### src/rtl/arcade_input_cond.sv
// Input conditioning for the arcade core: sync, debounce, SOCD cleaning,
// and coin pulse shaping with a small per-slot coin queue.
module arcade_input_cond #(
   parameter int DEBOUNCE_CYC = 90000,
   parameter int COIN_PULSE   = 1800000,
   parameter int COIN_GAP     = 1800000,
   parameter int QUEUE_MAX    = 3
) (
   input  logic       clk_sys,
   input  logic       reset,
   input  logic       pause,
   input  logic [8:0] raw_in,
   output logic [3:0] dirs_out,
   output logic       fire_out,
   output logic       start1_out,
   output logic       start2_out,
   output logic       coin1_out,
   output logic       coin2_out,
   output logic [7:0] coin_total
);

   localparam int DW = (DEBOUNCE_CYC > 2) ? $clog2(DEBOUNCE_CYC) : 1;
   localparam int TMAX = (COIN_PULSE > COIN_GAP) ? COIN_PULSE : COIN_GAP;
   localparam int TW = (TMAX > 2) ? $clog2(TMAX) : 1;

   localparam logic [DW-1:0] DB_LAST = DW'(DEBOUNCE_CYC - 1);
   localparam logic [TW-1:0] T_PULSE = TW'(COIN_PULSE - 1);
   localparam logic [TW-1:0] T_GAP   = TW'(COIN_GAP - 1);
   localparam logic [2:0]    QMAX    = 3'(QUEUE_MAX);

   typedef enum logic [1:0] {
      S_IDLE,
      S_PULSE,
      S_GAP
   } coin_st_t;

   logic [8:0]    sync1;
   logic [8:0]    sync2;
   logic [8:0]    db;
   logic [DW-1:0] db_cnt [9];

   logic          up_c;
   logic          dn_c;
   logic          lf_c;
   logic          rt_c;

   logic [1:0]    db_q;
   logic [1:0]    coin_edge;
   logic [1:0]    coin_start;
   logic [1:0]    coin_o;
   logic [3:0]    q_nxt [2];
   logic [2:0]    q_sat [2];
   logic [2:0]    q     [2];
   logic [TW-1:0] tmr   [2];
   coin_st_t      st    [2];

   // two-flop synchroniser on every raw control bit
   always_ff @(posedge clk_sys or posedge reset) begin
      if (reset) begin
         sync1 <= '0;
         sync2 <= '0;
      end else begin
         sync1 <= raw_in;
         sync2 <= sync1;
      end
   end

   // per-bit debounce: accept a new level once it has held long enough
   always_ff @(posedge clk_sys or posedge reset) begin
      if (reset) begin
         db <= '0;
         for (int i = 0; i < 9; i++) db_cnt[i] <= '0;
      end else begin
         for (int i = 0; i < 9; i++) begin
            if (sync2[i] == db[i]) begin
               db_cnt[i] <= '0;
            end else if (db_cnt[i] == DB_LAST) begin
               db[i]     <= sync2[i];
               db_cnt[i] <= '0;
            end else begin
               db_cnt[i] <= db_cnt[i] + DW'(1);
            end
         end
      end
   end

   // opposing directions cancel to neutral
   always_comb begin
      up_c = db[3] & ~db[2];
      dn_c = db[2] & ~db[3];
      lf_c = db[1] & ~db[0];
      rt_c = db[0] & ~db[1];
   end

   // register player controls so they share one cycle of alignment
   always_ff @(posedge clk_sys or posedge reset) begin
      if (reset) begin
         dirs_out   <= '0;
         fire_out   <= 1'b0;
         start1_out <= 1'b0;
         start2_out <= 1'b0;
      end else begin
         dirs_out   <= {up_c, dn_c, lf_c, rt_c};
         fire_out   <= db[4];
         start1_out <= db[5];
         start2_out <= db[6];
      end
   end

   // previous debounced coin levels for rising-edge detection
   always_ff @(posedge clk_sys or posedge reset) begin
      if (reset) db_q <= '0;
      else       db_q <= db[8:7];
   end

   // coin edges, pulse starts and saturating queue next-state
   always_comb begin
      for (int s = 0; s < 2; s++) begin
         coin_edge[s]  = db[7+s] & ~db_q[s];
         coin_start[s] = (st[s] == S_IDLE) & ~pause &
                         (coin_edge[s] | (q[s] != 3'd0));
         q_nxt[s] = {1'b0, q[s]} + {3'b000, coin_edge[s]}
                  - {3'b000, coin_start[s]};
         q_sat[s] = (q_nxt[s] > {1'b0, QMAX}) ? QMAX : q_nxt[s][2:0];
      end
   end

   // per-slot coin FSM: idle, timed pulse high, timed gap low
   always_ff @(posedge clk_sys or posedge reset) begin
      if (reset) begin
         for (int s = 0; s < 2; s++) begin
            st[s]     <= S_IDLE;
            tmr[s]    <= '0;
            q[s]      <= '0;
            coin_o[s] <= 1'b0;
         end
      end else begin
         for (int s = 0; s < 2; s++) begin
            q[s] <= q_sat[s];
            unique case (st[s])
               S_IDLE: begin
                  if (coin_start[s]) begin
                     st[s]     <= S_PULSE;
                     tmr[s]    <= T_PULSE;
                     coin_o[s] <= 1'b1;
                  end
               end
               S_PULSE: begin
                  if (!pause) begin
                     if (tmr[s] == '0) begin
                        st[s]     <= S_GAP;
                        tmr[s]    <= T_GAP;
                        coin_o[s] <= 1'b0;
                     end else begin
                        tmr[s] <= tmr[s] - TW'(1);
                     end
                  end
               end
               S_GAP: begin
                  if (!pause) begin
                     if (tmr[s] == '0) st[s]  <= S_IDLE;
                     else              tmr[s] <= tmr[s] - TW'(1);
                  end
               end
               default: begin
                  st[s]     <= S_IDLE;
                  coin_o[s] <= 1'b0;
               end
            endcase
         end
      end
   end

   // running count of pulses issued across both slots
   always_ff @(posedge clk_sys or posedge reset) begin
      if (reset) coin_total <= '0;
      else coin_total <= coin_total + {7'b0, coin_start[0]}
                                    + {7'b0, coin_start[1]};
   end

   assign coin1_out = coin_o[0];
   assign coin2_out = coin_o[1];

endmodule
### config.mk
export PLATFORM = sky130hd
export DESIGN_NAME = arcade_input_cond
export DESIGN_NICKNAME = d
export VERILOG_FILES = /design/src/rtl/arcade_input_cond.sv
export SDC_FILE = /design/constraint.sdc
export NUM_CORES = 1
export LEC_CHECK = 0
export BUFFER_PORTS_ARGS = -buffer_cell sky130_fd_sc_hd__buf_2
export CORE_MARGIN = 2
export CORE_UTILIZATION = 35
export DETAILED_ROUTE_END_ITERATION = 12
export GPL_TIMING_DRIVEN = 1
export PLACE_DENSITY = 0.52
export SETUP_SLACK_MARGIN = 0.05
export SLEW_MARGIN = 10
export SYNTH_ARGS = -nofsm -noshare
export SYNTH_HDL_FRONTEND = slang
export SYNTH_SLANG_ARGS = --single-unit
### constraint.sdc
create_clock -name clk_sys -period 8.9 [get_ports clk_sys]
set_clock_uncertainty 0.2 [all_clocks]
set_input_delay 0.445 -clock clk_sys [delete_from_list [all_inputs] [get_ports clk_sys]]
set_output_delay 0.445 -clock clk_sys [all_outputs]
set_load 0.01 [all_outputs]
# --- Word-level counts from Yosys, hierarchy flattened ---
# Index checks and enable logic that the tools add are counted.
totals:
  ff_bits: 251
  in_bits: 12
  output_inout_bits: 17
  elab_cells: 192
op_classes:
  add_sub_neg: 17
  magnitude_cmp: 2
  n_eq_ne: 34
  muxes: 52
  bitwise: 30
  reduce_logical: 23
op_table:
  columns: ["operator", "count"]
  rows:
  - ["17-bit 2-to-1 mux", 18]
  - ["21-bit 2-to-1 mux", 10]
  - ["17-bit by 1-bit adder with 17-bit output, second input constant", 9]
  - ["17-bit == test, second input constant", 9]
  - ["21-bit one-hot mux with 3 select lines", 2]
  - ["21-bit zero test", 2]
  - ["21-bit by 1-bit subtractor with 21-bit output, second input constant", 2]
  - ["2-bit != test, second input constant", 12]
  - ["2-bit 2-to-1 mux", 10]
  - ["5-bit AND reduction", 4]
  - ["1-bit NOT", 18]
  - ["2-bit AND reduction", 9]
  - ["8-bit by 1-bit adder with 8-bit output", 2]
  - ["2-bit one-hot mux with 3 select lines", 2]
  - ["3-bit nonzero test", 4]
  - ["1-bit AND", 10]
  - ["1-bit == test", 9]
  - ["3-bit by 1-bit adder with 4-bit output", 2]
  - ["4-bit by 2-bit > comparator with 1-bit output, second input constant", 2]
  - ["4-bit AND reduction", 2]
  - ["4-bit by 1-bit subtractor with 4-bit output", 2]
  - ["1-bit 2-to-1 mux", 6]
  - ["3-bit 2-to-1 mux", 2]
  - ["1-bit one-hot mux with 3 select lines", 2]
  - ["other kinds (4)", 8]

# --- Logic depth before layout (Yosys ltp) ---
# Gate-level depths: netlist of the first run.
logic_depth:
  word_depth: 7
  depth_mapped: 11
  ltp_nobuf: 11

# --- Worst setup path before layout of the first run ---
# OpenSTA, ideal clock, no wires.
synth_path:
  path_type: "register -> register"
  startpoint: "register tmr[21] (netlist name)"
  endpoint: "register st[2] (netlist name)"
  arrival_ns: 2.665
  t_required_ns: 8.572
  slack_ns: 5.908
  path_stages_with_launch: 9
  cell_sequence: "dfrtp_1 > inv_1 > ha_1 > or4b_1 > buf_2 > or4_4 > or3_4 > a221oi_2 > mux2_1"
synth_between:
  elab_chain_cells: 3
synth_lines:
  columns: ["item", "line_no", "text"]
  rows:
  - ["from (decl)", "54", "logic [TW-1:0] tmr [2];"]
  - ["from (signal, indexed assignment)", "155", "tmr[s] <= tmr[s] - TW'(1);"]
  - ["from (signal, indexed assignment)", "162", "else tmr[s] <= tmr[s] - TW'(1);"]
  - ["21-bit zero test *", "150, 161", null]
  - ["2-bit != test (no line)", null, null]
  - ["5-bit AND reduction (no line) *", null, null]
  - ["to (signal, indexed assignment)", "151", "st[s] <= S_GAP;"]
  - ["to (signal, indexed assignment)", "161", "if (tmr[s] == '0) st[s] <= S_IDLE;"]
  - ["to (signal, indexed assignment)", "166", "st[s] <= S_IDLE;"]
  - ["to (decl)", "55", "coin_st_t st [2];"]
# Every way passes the cells marked *; elsewhere a longest branch is shown, timed or not.
# A chain may end at the register's enable or synchronous reset.

# --- Final worst setup path of the first run ---
# Ends and elaborated chain as after synthesis.

==> results of run 1 <==
==> layout make-up <==
cell class / instances / area share, %
flip-flops and latches: 251 / 45.35
multi-input cells: 870 / 39.74
clock buffers: 44 / 6.821
well taps: 448 / 4.047
repair buffers: 43 / 2.006
clock inverters: 11 / 1.030
inverters: 35 / 1.003
==> power breakdown <==
| group | switching, W | internal [W] | leakage [nW] |
|---|---|---|---|
| logic | 0.000361 | 0.000249 | 2.11 |
| registers | 0.000122 | 0.00125 | 3.29 |
| clock network | 0.000483 | 0.000818 | 0.536 |
| total | 0.000966 | 0.00232 | 5.94 |
==> cells in the final DEF (no fill, tap or decap), drive strengths merged, types with 10 or more instances in the layout <==
master / synthesis / routed
nor3: 52 / 52
dlygate4sd3: 0 / 10
or3: 12 / 12
ha: 29 / 29
a211oi: 10 / 10
o22a: 12 / 12
buf: 7 / 33
nor2: 205 / 205
nand4: 38 / 38
or4: 18 / 18
mux2: 11 / 11
dfrtp: 251 / 251
nor4: 22 / 22
o31ai: 10 / 10
inv: 35 / 36
clkbuf: 24 / 44
and4: 19 / 19
nand3: 53 / 53
a21oi: 48 / 48
xnor2: 59 / 59
nand2: 63 / 63
and3: 21 / 21
xor2: 96 / 96
==> path summary, 6_finish.rpt <==
path	start	to	slack [ns]	depth (start not counted)
max	tmr[21]	st[2]	5.71	7
min reg2reg	sync1[6]	sync2[6]	0.14	0
max reg2reg	tmr[21]	st[2]	5.71	7
max in group asynchronous	reset	db_cnt[100]	6.62	4
min in group asynchronous	reset	sync1[7]	0.39	3
min	pause	coin_o[1]	0.13	3
==> critical path: stages, from the launching register on <==
cell and delay (ns):
dfrtp_1 0.42, inv_1 0.07, ha_1 0.20, or4b_1 0.60
or4_4 0.57, or3_4 0.39, a221oi_2 0.29, mux2_1 0.34
==> cell usage after synthesis, drive strengths merged (6+ instances only) <==
| master | n |
|---|---|
| and3 | 21 |
| dfrtp | 251 |
| mux2 | 11 |
| nand3 | 53 |
| xnor2 | 59 |
| nand2b | 9 |
| or2 | 6 |
| o21a | 8 |
| o22a | 12 |
| nand4 | 38 |
| nor2b | 7 |
| or4 | 18 |
| nor4 | 22 |
| nand2 | 63 |
| and2 | 6 |
| inv | 35 |
| or3 | 12 |
| a21oi | 48 |
| a211oi | 10 |
| o21ai | 9 |
| and4 | 19 |
| nor4b | 7 |
| nor3 | 52 |
| xor2 | 96 |
| buf | 7 |
| nor2 | 205 |
| ha | 29 |
| o31ai | 10 |
| clkbuf | 24 |
==> kinds of logic (layout without fill, tap and decap cells) <==
kind of cell | count (synthesis) | count (layout) | synth area share, %
buf+inv | 66 | 133 | 2.202
simple gates | 546 | 546 | 22.76
compound gates | 124 | 124 | 7.063
fa+ha+maj | 32 | 32 | 3.511
flops | 251 | 251 | 52.14
mux | 11 | 11 | 1.028
other cells | 1 | 2 | 0.03113
xor+xnor | 155 | 155 | 11.27
==> through the flow <==
stage	util [%]	hold slack (ns)	cell area (sq um)	setup slack [ns]
after floorplan	-	0.1312	12050	1.355
after global placement	37.57	0.1339	12660	5.776
after detailed placement	37.57	0.1356	12660	5.724
after CTS	41.10	0.1028	13850	5.710
after global routing	41.10	0.1340	13850	5.461
final	41.10	0.1261	13850	5.707
==> routing by layer <==
metal	vias up	track usage, %	share of wire, %	wire length, um
met5	-	0	0	0
met2	82	20.95	44	10190
met3	30	2.502	3.5	799
met1	4037	19.34	50	11680
met4	0	3.429	2.0	463
li1	4255	-	-	-
==> sequential cells by signal, summed over array words and instances, names as in the netlist <==
register,count
q,6
start1_out,1
dirs_out,4
db,9
fire_out,1
coin_total,8
tmr,42
st,4
db_q,2
coin_o,2
start2_out,1
sync1,9
sync2,9
db_cnt,153
==> impl_metrics.csv, run 1 <==
group,metric,value,unit
floorplan,die_x,189.5,um
worst_setup_path,cp_max_fo,8,
sta,setup_violations,0,
global_routing,grt_pass1_wl,41060,um
placement,hpwl,14860,um
clock_tree,postCtsSetupBuffers,0,
power_and_ir_drop,p_leak,5.942,nW
min_path,hold_class,"in -> reg",
floorplan,dieArea,35920,sq um
floorplan,num_rows,67,
outcome,status,"completed",
final_layout,synthToLayoutAreaGrowth,14.97,%
sta,period_share,35.88,%
synthesis,yosysTopAreaCell,"dfrtp_1",
sta,finalMaxSlewViolations,0,
drt,ant_nets,0,
sta,relSlewSlack,26.04,%
clock_tree,holdBufCountCts,10,
clock_tree,cts-resized-gates,0,
synthesis,ys_seq_area_share,52.14,%
clock_tree,cts.sinks,251,
synthesis,netlist_instances,1186,
clock_tree,clk_latency,0.56,ns
synthesis,yosysTopAreaCellShare,52.14,%
drt,wl,23140,um
placement,gp_congestion,0.7869,
placement,dpl.cell_count,1637,
run,maxCapViolCount,0,
placement,io_buffers,28,
sta,setup_tns,0,ns
sta,worst_pin_slew,1.105,ns
drt,dr_total_vias,8404,
final_layout,multi_input_area,5504,sq um
drt,drtIter0Drc,427,
clock_tree,clock_path_buffers,3,
final_layout,fillers,3311,
power_and_ir_drop,powerDensity,237.2,nW/um^2
clock_tree,numCtsBuffers,30,
clock_tree,ctsHtreeMaxLevel,1,
clock_tree,tritoncts,"yes",
clock_tree,clockRootBuffer,"clkbuf_16",
worst_setup_path,crit_path_start_kind,"flop",
drt,wl_per_cell,13.59,um
worst_setup_path,critPathArrivalTime,3.44,ns
synthesis,synth_edf_count,0,
synthesis,synthTopCellsByArea,"dfrtp_1 (52%), xor2_1 (7.0%), nor2_1 (6.4%)",
sta,hold_violations,0,
final_layout,seqCellArea,6281,sq um
sta,rsz0062_at_grt,"false",
synthesis,synthFlopType,"dfrtp_1",
synthesis,netlist-cell-type-count,65,
floorplan,die_y,189.5,um
worst_setup_path,required,9.14,ns
global_routing,grt_remaining_overflow,0,
final_layout,num_antenna_cells,0,
synthesis,yosys_warnings,0,
drt,avgViaCountPerCell,4.938,
worst_setup_path,crit_type,"reg -> reg",
synthesis,avgSynthCellArea,10.16,sq um
floorplan,core-area,33700,sq um
final_layout,final_net_count,1275,
synthesis,async_reset_ff_share,100.0,%
global_routing,grt_use_total,13.46,%
final_layout,stdcell_count,1702,
worst_setup_path,worstSetupEndpointType,"flop",
sta,max_freq,313.2,MHz
synthesis,synth_area,12050,sq um
global_routing,antenna_found_initial,0,
final_layout,post_route_cells_drive_above_1_share,9.171,%
global_routing,grt_pass1_vias,8413,
power_and_ir_drop,peakVddDrop,0.1510,mV
synthesis,ys_ff_latch,251,
sta,fin_crit,3.193,ns
power_and_ir_drop,power.total,0.003285,W
clock_tree,clkTransAtPathRegs,0.06,ns
global_routing,grt_max_degree,108,
drt,detailedRoute.firstPassIterationCount,5,
floorplan,ioPinCount,29,
floorplan,start_util,35.75,%
drt,drc,0,
No activity file was read; power rests on OpenSTA's default activity.
==> inputs of run 2 (changes only) <==
Clock period 8.9 ns to 3.2 ns, I/O delays scaled along.
==> impl_metrics.csv, run 2 (synthesis gave the netlist of run 1 again) <==
group,metric,value,unit
drt,dr_total_vias,8557,
floorplan,die_x,189.5,um
drt,wl,23530,um
sta,setup_violations,0,
worst_setup_path,crit_type,"reg -> reg",
floorplan,die_y,189.5,um
final_layout,stdcell_count,1721,
floorplan,core-area,33700,sq um
global_routing,grt_max_degree,84,
worst_setup_path,worstSetupEndpointType,"flop",
worst_setup_path,crit_chain,"inv_1, ha_1, or4b_1, or4_4, or3_4, a221oi_2, mux2_1",
global_routing,grt_use_total,13.61,%
drt,drtIter0Drc,466,
final_layout,regMostFlops,"db_cnt",
sta,period_share,94.49,%
final_layout,largestRegisters,"db_cnt: 153 flops, tmr: 42 flops",
final_layout,final_core_util,41.37,%
worst_setup_path,slowest_delay,0.53,ns
worst_setup_path,crit_slowest_cell,"or4_4",
drt,wl_per_cell,13.67,um
clock_tree,clockRootBuffer,"clkbuf_16",
placement,pre_cts_ws,0.1858,ns
power_and_ir_drop,power.total,0.009024,W
run,maxCapViolCount,0,
sta,fin_crit,3.024,ns
sta,hold_violations,0,
worst_setup_path,crit_path_start_kind,"flop",
floorplan,num_rows,67,
clock_tree,cts-resized-gates,0,
outcome,status,"completed",
sta,finalMaxSlewViolations,0,
clock_tree,clkTransAtPathRegs,0.06,ns
placement,dpl.cell_count,1655,
power_and_ir_drop,p_leak,5.994,nW
global_routing,grt_remaining_overflow,0,
floorplan,start_util,35.75,%
clock_tree,clk_latency,0.55,ns
final_layout,num_antenna_cells,0,
global_routing,grt_util_met2,21.99,%
global_routing,grt_pass1_vias,8566,
final_layout,post_route_cells_drive_above_1_share,10.13,%
floorplan,dieArea,35920,sq um
drt,drc,0,
drt,avgViaCountPerCell,4.972,
drt,ant_nets,0,
sta,setup_slack,0.1764,ns
global_routing,antenna_found_initial,1,
floorplan,ioPinCount,29,
worst_setup_path,regToRegSetupSlack,0.18,ns
final_layout,largest_reg_flops,153,
sta,worst_pin_slew,0.6807,ns
clock_tree,ctsHtreeMaxLevel,1,
min_path,hold_class,"in -> reg",
clock_tree,cts.sinks,251,
final_layout,synthToLayoutAreaGrowth,15.74,%
clock_tree,numCtsBuffers,29,
final_layout,final_common_cell,"dfrtp_1",
final_layout,final_net_count,1294,
final_layout,mostFrequentLayoutCells,"dfrtp_1 (251), nor2_1 (204), xor2_1 (96), nand2_1 (63), xnor2_1 (59)",
global_routing,grt_most_used_layer,"met2",
sta,max_freq,330.7,MHz
sta,relSlewSlack,54.27,%
placement,hpwl,15430,um
worst_setup_path,critPathArrivalTime,3.25,ns
clock_tree,tritoncts,"yes",
global_routing,use_met3,2.206,%
placement,io_buffers,28,
worst_setup_path,required,3.42,ns
global_routing,grt_pass1_wl,41660,um
placement,gp_congestion,0.7655,
power_and_ir_drop,peakVddDrop,0.4157,mV
global_routing,grt_use_met1,19.11,%
power_and_ir_drop,powerDensity,647.2,nW/um^2
sta,rsz0062_at_grt,"false",
drt,detailedRoute.firstPassIterationCount,5,
clock_tree,clock_path_buffers,3,
worst_setup_path,cp_max_fo,5,
## run 2: changes by cell type in the layout (fill, tap and decap cells not counted)
cell	previous run	this run
clkbuf_1	1	4
dlygate4sd3_1	10	12
clkbuf_16	31	29
buf_4	5	21
clkinv_4	1	0
buf_12	0	2
bufinv_16	3	2
clkbuf_8	12	11
clkinvlp_4	2	4
inv_8	1	0
## run 2: cell type report
type                       count  area [sq um]
fill                        3308         19760
sequential                   251          6281
multi-input combinational    870          5504
clock buffer                  44         892.1
tap                          448         560.5
timing repair buffer          63         457.9
inverter                      35         135.1
clock inverter                10         111.4
## run 2: layer usage
| layer | routed length (um) | vias to the layer above |
|---|---|---|
| li1 | - | 4279 |
| met1 | 11700 | 4141 |
| met2 | 10440 | 101 |
| met4 | 454 | 0 |
| met5 | 0 | - |
| met3 | 932 | 36 |
## run 2: report_power, final
group          internal, W  switching [W]
Combinational     0.000764        0.00102
Sequential         0.00348       0.000347
Clock              0.00207        0.00133
## run 2: worst paths after layout
check,from,end,cells after the start
worst min register to register,sync1[1],sync2[1],0
worst min-delay path,raw_in[4],sync1[4],2
worst max-delay path,tmr[21],st[2],7
min in group asynchronous,reset,db_cnt[52],4
max in group asynchronous,reset,db_cnt[88],5
worst max register to register,tmr[21],st[2],7
## run 2: stage by stage
| stage | TNS, ns | area [sq um] | hold WS [ns] |
|---|---|---|---|
| after floorplan | -115.88 | 12050 | -0.008570 |
| after global placement | 0 | 12820 | -0.003396 |
| after detailed placement | 0 | 12820 | -0.001164 |
| after CTS | 0 | 13940 | 0.02181 |
| after global routing | 0 | 13940 | 0.03616 |
| final | 0 | 13940 | 0.04839 |
## run 2: worst max-delay path, delay by kind of cell (launching register included)
kind,cells,cell delay (ns)
buffers and inverters,1,0.07
adder cells (fa/ha/maj),1,0.18
multiplexers,1,0.35
AO/OA/AOI/OAI,1,0.29
flip-flops,1,0.41
AND/OR/NAND/NOR,3,1.40
## run 2: what timing repair did
action / in CTS / in global routing
hold buffers: 12 / 0
setup buffers: 0 / 0
hold endpoints to repair: 264 / 0
==> inputs of run 3 (changes only) <==
Settings changed: CORE_MARGIN 2 to not set.
==> impl_metrics.csv, run 3 (synthesis gave the netlist of run 1 again) <==
group,metric,value,unit
clock_tree,clock_path_buffers,3,
worst_setup_path,crit_type,"reg -> reg",
final_layout,seqCellArea,6281,sq um
worst_setup_path,slowest_delay,0.52,ns
drt,wl,23110,um
placement,gp_congestion,0.7894,
final_layout,final_core_util,41.20,%
global_routing,grt_pass1_vias,8343,
worst_setup_path,crit_chain,"inv_1, ha_1, or4b_4, or4_4, or3_4, a221oi_2, mux2_1",
power_and_ir_drop,powerDensity,635.7,nW/um^2
sta,setup_tns,0,ns
sta,worst_pin_slew,0.7359,ns
final_layout,stdcell_count,1715,
placement,hpwl,15280,um
sta,finalMaxSlewViolations,0,
worst_setup_path,cp_top_family,"simple AND/OR/NAND/NOR gates",
sta,relSlewSlack,50.48,%
global_routing,grt_most_used_layer,"met2",
sta,fin_crit,3.013,ns
global_routing,grt_use_total,13.59,%
placement,dpl.cell_count,1653,
clock_tree,clkTransAtPathRegs,0.06,ns
clock_tree,numCtsBuffers,28,
sta,period_share,94.16,%
drt,ant_nets,0,
power_and_ir_drop,peakVddDrop,0.4089,mV
drt,wl_per_cell,13.47,um
global_routing,grt_max_degree,77,
clock_tree,clk_latency,0.54,ns
worst_setup_path,critPathBufInv,1,
placement,io_buffers,28,
global_routing,grt_remaining_overflow,0,
final_layout,final_net_count,1291,
floorplan,start_util,35.75,%
worst_setup_path,critPathArrivalTime,3.22,ns
global_routing,antenna_found_initial,0,
sta,rsz0062_at_grt,"false",
global_routing,grt_use_met1,19.95,%
drt,dr_total_vias,8422,
floorplan,core-area,33700,sq um
final_layout,post_route_cells_drive_above_1_share,9.866,%
final_layout,final_common_cell,"dfrtp_1",
worst_setup_path,regToRegSetupSlack,0.19,ns
worst_setup_path,crit_slowest_cell,"or4_4",
final_layout,synthToLayoutAreaGrowth,15.25,%
drt,detailedRoute.firstPassIterationCount,4,
final_layout,regMostFlops,"db_cnt",
sta,hold_violations,0,
drt,drc,0,
clock_tree,ctsHtreeMaxLevel,1,
final_layout,multi_input_area,5508,sq um
power_and_ir_drop,power.total,0.008826,W
power_and_ir_drop,p_leak,5.958,nW
floorplan,die_y,187.5,um
floorplan,dieArea,35160,sq um
clock_tree,cts.sinks,251,
worst_setup_path,crit_path_start_kind,"flop",
global_routing,grt_pass1_wl,40700,um
drt,avgViaCountPerCell,4.911,
floorplan,ioPinCount,29,
outcome,status,"completed",
worst_setup_path,required,3.41,ns
floorplan,num_rows,67,
final_layout,largest_reg_flops,153,
worst_setup_path,worstSetupEndpointType,"flop",
global_routing,use_met3,2.265,%
final_layout,fillers,3286,
sta,setup_slack,0.1870,ns
sta,max_freq,331.9,MHz
placement,pre_cts_ws,0.1617,ns
global_routing,grt_util_met2,20.71,%
final_layout,mostFrequentLayoutCells,"dfrtp_1 (251), nor2_1 (204), xor2_1 (96), nand2_1 (63), xnor2_1 (59)",
min_path,hold_class,"in -> reg",
final_layout,largestRegisters,"db_cnt: 153 flops, tmr: 42 flops",
floorplan,die_x,187.5,um
clock_tree,tritoncts,"yes",
final_layout,num_antenna_cells,0,
clock_tree,clockRootBuffer,"clkbuf_16",
run,maxCapViolCount,0,
drt,drtIter0Drc,414,
worst_setup_path,cp_max_fo,5,
sta,setup_violations,0,
run 3: cell count changes in the layout (fill, tap and decap cells not counted), sizes merged:
cell,previous run,this run
clkbuf,44,37
clkinv,4,7
buf,51,49
inv,35,34
clkinvlp,4,5
run 3: path summary, 6_finish.rpt:
kind,start,end,depth (start not counted)
max in group asynchronous,reset,db_cnt[100],5
worst max-delay path,tmr[21],st[2],7
worst min-delay path,raw_in[8],sync1[8],2
min in group asynchronous,reset,sync1[8],4
worst min register to register,sync1[6],sync2[6],0
worst max register to register,tmr[21],st[2],7
run 3: power by group:
part / switching, W / internal [W]
Sequential: 0.000339 / 0.00348
Clock: 0.00130 / 0.00192
Combinational: 0.00103 / 0.000752
run 3: area by class of cell:
type | count | area share, %
inverter | 35 | 0.9733
sequential | 251 | 45.24
clock buffer | 37 | 5.804
clock inverter | 13 | 0.9012
tap | 448 | 4.037
multi-input combinational | 870 | 39.67
timing repair buffer | 61 | 3.371
run 3: what timing repair did:
action                                 in CTS  in global routing
endpoints found under the hold margin     264                  0
hold buffers                               12                  0
setup endpoints to repair                   0                  1
setup buffers                               0                  0
gates resized for setup                     0                  1
run 3: metrics by stage:
| step | area (sq um) | hold slack (ns) |
|---|---|---|
| 2_1_floorplan | 12050 | -0.008570 |
| 3_3_place_gp | 12830 | -0.05895 |
| 3_5_place_dp | 12830 | -0.05355 |
| 4_1_cts | 13880 | 0.02407 |
| 5_1_grt | 13880 | 0.03777 |
| 6_report | 13880 | 0.05378 |
run 3: metal layers:
metal / vias up / part of all wire [%]
met5: - / 0
met4: 0 / 1.7
met3: 32 / 3.8
met2: 98 / 43
met1: 4024 / 52
li1: 4268 / -
run 3: worst register-to-register path, cell delays in order, from the launching register on:
cell,delay [ns]
dfrtp_1,0.41
inv_1,0.07
ha_1,0.19
or4b_4,0.49
or4_4,0.52
or3_4,0.39
a221oi_2,0.28
mux2_1,0.34
